<file path="config.mk">
export PLATFORM = sky130hd
export DESIGN_NAME = vend_controller
export DESIGN_NICKNAME = d
export VERILOG_FILES = /design/src/rtl/vend_pkg.sv /design/src/rtl/vend_timer.sv /design/src/rtl/vend_controller.sv
export SDC_FILE = /design/constraint.sdc
export NUM_CORES = 1
export LEC_CHECK = 0
export ABC_AREA = 1
export CAP_MARGIN = 20
export CORE_UTILIZATION = 40
export CTS_BUF_LIST = sky130_fd_sc_hd__clkbuf_2 sky130_fd_sc_hd__clkbuf_4 sky130_fd_sc_hd__clkbuf_8
export DETAILED_ROUTE_END_ITERATION = 7
export MAX_ROUTING_LAYER = met4
export SETUP_SLACK_MARGIN = 0.05
export SLEW_MARGIN = 10
export SYNTH_ARGS = -nofsm -noshare
export SYNTH_HDL_FRONTEND = slang
export SYNTH_SLANG_ARGS = --single-unit
</file>
<file path="constraint.sdc">
create_clock -name clk -period 4.4 [get_ports clk]
set_input_delay 0.44 -clock clk [delete_from_list [all_inputs] [get_ports clk]]
set_output_delay 0.44 -clock clk [all_outputs]
set_load 0.03 [all_outputs]
</file>
<file path="src/rtl/vend_pkg.sv">
// Shared encodings for the vending controller: coin, select and item codes,
// controller states and item prices (all amounts in 10-dollar units).
package vend_pkg;

    localparam logic [1:0] MONEY_10 = 2'b01;
    localparam logic [1:0] MONEY_50 = 2'b10;

    localparam logic [1:0] SEL_20 = 2'b01;
    localparam logic [1:0] SEL_50 = 2'b10;

    localparam logic [1:0] ITEM_NONE = 2'b00;
    localparam logic [1:0] ITEM_20   = 2'b01;
    localparam logic [1:0] ITEM_50   = 2'b10;

    localparam int COIN_10  = 1;
    localparam int COIN_50  = 5;
    localparam int PRICE_20 = 2;
    localparam int PRICE_50 = 5;

    typedef enum logic [1:0] {
        ST_IDLE     = 2'd0,
        ST_CREDIT   = 2'd1,
        ST_DISPENSE = 2'd2,
        ST_CHANGE   = 2'd3
    } state_t;

endpackage

</file>
<file path="src/rtl/vend_timer.sv">
// Idle-credit timer: counts cycles while run is high, restarts on clear or
// when run drops, and saturates at TIMEOUT_CYCLES with expired held high.
// Only instantiated when VEND_TIMEOUT_EN is defined.
module vend_timer #(
    parameter int TIMEOUT_CYCLES = 1000
) (
    input  logic clk,
    input  logic reset,
    input  logic run,
    input  logic clear,
    output logic expired
);

    localparam int CNT_W = $clog2(TIMEOUT_CYCLES + 1);

    logic [CNT_W-1:0] count;

    // Count idle cycles, restarting on any coin or when credit is left.
    always_ff @(posedge clk or posedge reset) begin
        if (reset) begin
            count <= '0;
        end else if (!run || clear) begin
            count <= '0;
        end else if (count != CNT_W'(TIMEOUT_CYCLES)) begin
            count <= count + CNT_W'(1);
        end
    end

    assign expired = run && (count == CNT_W'(TIMEOUT_CYCLES));

endmodule

</file>
<file path="src/rtl/vend_controller.sv">
// Vending machine controller: accepts 10/50-dollar coins, sells 20/50-dollar
// items through a req/ack dispenser, returns change/refunds through a req/ack
// coin return. Optional idle-credit refund timeout under VEND_TIMEOUT_EN.
//
// Handshakes: disp_req / chg_req rise on entering DISPENSE / CHANGE and stay
// high with disp_item / chg_amount stable until the matching ack is sampled
// on a rising edge; the request drops on that same edge.
module vend_controller
    import vend_pkg::*;
#(
    parameter int CREDIT_W       = 4,
    parameter int MAX_CREDIT     = 10,
    parameter int TIMEOUT_CYCLES = 1000
) (
    input  logic                clk,
    input  logic                reset,
    input  logic [1:0]          money,
    input  logic [1:0]          select,
    input  logic                cancel,
    output logic                disp_req,
    output logic [1:0]          disp_item,
    input  logic                disp_ack,
    output logic                chg_req,
    output logic [CREDIT_W-1:0] chg_amount,
    input  logic                chg_ack,
    output logic [CREDIT_W-1:0] credit,
    output logic                busy,
    output logic                coin_reject
);

    // Extra headroom so credit + 50-dollar coin never wraps before the check.
    localparam int SUM_W = CREDIT_W + 3;

    state_t           state;
    logic             timeout;
    logic             coin_valid;
    logic [SUM_W-1:0] coin_units;
    logic [SUM_W-1:0] price_units;
    logic [SUM_W-1:0] credit_sum;
    logic             overflow;
    logic             can_buy;
    logic             in_take;
    logic             do_cancel;
    logic             do_buy;
    logic             coin_accept;

    // Decode coin/select and resolve cancel > select > money priority.
    always_comb begin
        coin_units  = '0;
        price_units = '0;
        case (money)
            MONEY_10: coin_units = SUM_W'(COIN_10);
            MONEY_50: coin_units = SUM_W'(COIN_50);
            default:  coin_units = '0;
        endcase
        case (select)
            SEL_20:  price_units = SUM_W'(PRICE_20);
            SEL_50:  price_units = SUM_W'(PRICE_50);
            default: price_units = '0;
        endcase
        coin_valid  = (money == MONEY_10) || (money == MONEY_50);
        credit_sum  = SUM_W'(credit) + coin_units;
        overflow    = credit_sum > SUM_W'(MAX_CREDIT);
        can_buy     = ((select == SEL_20) || (select == SEL_50)) &&
                      (SUM_W'(credit) >= price_units);
        in_take     = (state == ST_IDLE) || (state == ST_CREDIT);
        do_cancel   = (state == ST_CREDIT) && (cancel || timeout);
        do_buy      = in_take && !do_cancel && can_buy;
        coin_accept = in_take && coin_valid && !do_cancel && !do_buy && !overflow;
    end

`ifdef VEND_TIMEOUT_EN
    vend_timer #(
        .TIMEOUT_CYCLES(TIMEOUT_CYCLES)
    ) u_timer (
        .clk    (clk),
        .reset  (reset),
        .run    (state == ST_CREDIT),
        .clear  (coin_accept),
        .expired(timeout)
    );
`else
    // No timer: credit is held indefinitely. The parameter is still referenced
    // so the interface stays identical in both builds; this is constant 0.
    assign timeout = (TIMEOUT_CYCLES < 0);
`endif

    // Controller FSM with all outputs registered.
    always_ff @(posedge clk or posedge reset) begin
        if (reset) begin
            state       <= ST_IDLE;
            credit      <= '0;
            disp_req    <= 1'b0;
            disp_item   <= ITEM_NONE;
            chg_req     <= 1'b0;
            chg_amount  <= '0;
            busy        <= 1'b0;
            coin_reject <= 1'b0;
        end else begin
            coin_reject <= 1'b0;
            case (state)
                ST_IDLE, ST_CREDIT: begin
                    if (do_cancel) begin
                        state       <= ST_CHANGE;
                        chg_req     <= 1'b1;
                        chg_amount  <= credit;
                        busy        <= 1'b1;
                        coin_reject <= coin_valid;
                    end else if (do_buy) begin
                        state       <= ST_DISPENSE;
                        credit      <= credit - price_units[CREDIT_W-1:0];
                        disp_req    <= 1'b1;
                        disp_item   <= (select == SEL_20) ? ITEM_20 : ITEM_50;
                        busy        <= 1'b1;
                        coin_reject <= coin_valid;
                    end else if (coin_valid) begin
                        if (overflow) begin
                            coin_reject <= 1'b1;
                        end else begin
                            credit <= credit_sum[CREDIT_W-1:0];
                            state  <= ST_CREDIT;
                        end
                    end
                end
                ST_DISPENSE: begin
                    coin_reject <= coin_valid;
                    if (disp_ack) begin
                        disp_req  <= 1'b0;
                        disp_item <= ITEM_NONE;
                        if (credit != '0) begin
                            state      <= ST_CHANGE;
                            chg_req    <= 1'b1;
                            chg_amount <= credit;
                        end else begin
                            state <= ST_IDLE;
                            busy  <= 1'b0;
                        end
                    end
                end
                ST_CHANGE: begin
                    coin_reject <= coin_valid;
                    if (chg_ack) begin
                        state      <= ST_IDLE;
                        credit     <= '0;
                        chg_req    <= 1'b0;
                        chg_amount <= '0;
                        busy       <= 1'b0;
                    end
                end
                default: state <= ST_IDLE;
            endcase
        end
    end

endmodule

</file>
==> run metrics <==
final-stage net count=between 200 and 250; Critical Path AT=3.06 ns; wire per inst=between 10 and 15 um; synthesis-to-layout area growth=25.17%; CTS Buf Count=3; CTS tree=done; number of synthesized flops with an enable pin=0; Clock Skew=0.004942 ns; Syn Area/Cell=roughly 6.9 um^2; crit path launch type=primary input; placed inst area=around 0.0014 mm^2; Post-synth top cells=nand2_1, inv_1, nand3_1, dfrtp_1, nor2_1; register area share after synthesis=a little over a third; synth unique cells=18; Reg clk slew, reported paths=around 0.11 ns; HP Class=flip-flop to flip-flop; Worst VDD drop=roughly 430 uV; initial core utilization=a little over two fifths; share of synthesized flip-flops with an asynchronous set or reset=100.0%; DR vias/cell=between 4 and 5; max cap viols=0; most instantiated library cell after synthesis=nand2_1; crit path capture type=flip-flop; Synth Cell Area=between 0.001 and 0.0015 mm^2; deepest clock path buffer count=2; Final ANT Viol Nets=0; share of cells above drive strength 1=about 2.7%; Iteration-0 DRC Markers=35; ys flop type=dfrtp_1; Post-DP HPWL=around 2.1 mm; Floorplan Core Area=~0.0026 mm^2; Std-Cell Rows=18; final WL=between 2 and 3 mm; RSZ-0062 raised after global routing=no; status=complete, no violations; largest net degree at the start of global routing=17; Worst-Margin Slew=~0.63 ns; antenna cell count=0; hold-fix buffers at CTS=0; die area=between 0.003 and 0.004 mm^2; gr usage total=20.93%; Final Hold Viols=0; Post-Place Cells=213; Design Area, Final=0.001406 mm^2; YS warnings=0; Setup Fix Bufs, Post-CTS=0; Horiz. Die Dim=approximately 55 um; total gr overflow=0; CTS root buffer=clkbuf_4; Final Power=between 1 and 1.5 mW; CP Max Fanout=11; Post-route DRC=0; headroom to the max-slew limit=57.74%; Core Util, Final=54.78%; WHS=0.4816 ns; # IOs=23; number of synthesized register bits=16; Port Buffers=22; Final Cycle Share=approximately two thirds; Vias=around 1100; final count of negative-setup-slack endpoints=0; final setup TNS=0 ns; Final Max Slew Viols=0; Synth area leader=dfrtp_1; H-tree Lvls=1; gpl congestion=0.8640; f_max=0.3486 GHz; Synth top area share=35.63%; clock sinks=16; Die Span Y=between 50 and 60 um; pwr dens=772.8 mW/mm^2; Syn Inst Count=about 160; top post-synthesis cells by area=dfrtp_1, nand2_1, ha_1, inv_1, nand3_1; drt first pass iters=4; initial antenna violation count=0; Final Instance Count excl. Fillers=between 200 and 250; worst slack at placement=approximately 1.2 ns; Pleak=slightly below 0.8 nW; Crit path required time=4.59 ns; clock latency on the worst-skew pair=between 0.2 and 0.3 ns; vias in the first global route=a little over 1000; CP Class=primary input to flip-flop; crit path time final=around 2.9 ns; global-route wire length before repair=4.284 mm; Reg2Reg Setup Slack=1.88 ns; final setup margin=~1.5 ns; Gates resized, CTS repair=0; Net Count, Synth=182
==> path summary, 6_finish.rpt <==
kind	to	depth (start not counted)	startpoint
worst max-delay path	credit[3]	16	select[0]
worst min-delay path	chg_req	2	chg_req
max in group asynchronous	state[1]	2	reset
min in group asynchronous	disp_item[0]	2	reset
worst max register to register	credit[3]	12	credit[2]
worst min register to register	chg_req	2	chg_req
==> registers in the layout, summed over array words and instances, names as in the netlist <==
signal and cells:
chg_req 1, chg_amount 4, disp_req 1, disp_item 2, credit 4, coin_reject 1
busy 1, state 2
==> final cells by class <==
class / count / area [um^2]
repair buffers: 22 / 220.2
well taps: 30 / 37.54
inverters: 31 / 116.4
flip-flops and latches: 16 / 400.4
clock buffers: 4 / 36.28
multi-input cells: 114 / 595.6
fillers: 255 / 1161
==> metal layers <==
metal / share of wire (%) / global-route usage [%]
met1: 49 / 27.08
met2: 45 / 32.53
met3: 3.7 / 1.639
met4: 2.1 / 10.83
met5: 0 / -
==> power by group <==
group	switching (mW)	internal [mW]	total, mW
combinational	0.443	0.263	0.706
sequential	0.0633	0.216	0.279
clock	0.0514	0.0504	0.102
==> kinds of logic after synthesis <==
group           Yosys count  synth area share [%]
xor+xnor                  1                0.7797
compound gates           13                 6.459
simple gates             89                 32.85
buf+inv                  32                 11.36
fa+ha+maj                11                 12.92
flops                    16                 35.63
==> layout by cell type (no fill, tap or decap), types with 2 or more instances in the layout <==
| cell type | Yosys | routed |
|---|---|---|
| nor2_1 | 13 | 13 |
| inv_1 | 31 | 31 |
| nand4_1 | 2 | 2 |
| ha_1 | 10 | 10 |
| o21ai_0 | 6 | 6 |
| clkdlybuf4s50_1 | 0 | 22 |
| a21oi_1 | 3 | 3 |
| clkbuf_4 | 0 | 3 |
| nand3_1 | 17 | 17 |
| o22ai_1 | 2 | 2 |
| nand2_1 | 54 | 54 |
| dfrtp_1 | 16 | 16 |
==> critical path, stage by stage <==
cell and delay, ns:
clkdlybuf4s50_1 0.48, inv_1 0.05, ha_1 0.22, inv_1 0.07, ha_1 0.26, nand2_1 0.08
inv_1 0.05, a221oi_1 0.26, ha_1 0.23, nand2_1 0.09, nand2_1 0.30, nand2_1 0.13
nand2_1 0.16, nand2_1 0.12, nand2_1 0.08, nand2_1 0.05
Power figures use the tool's default switching activity.
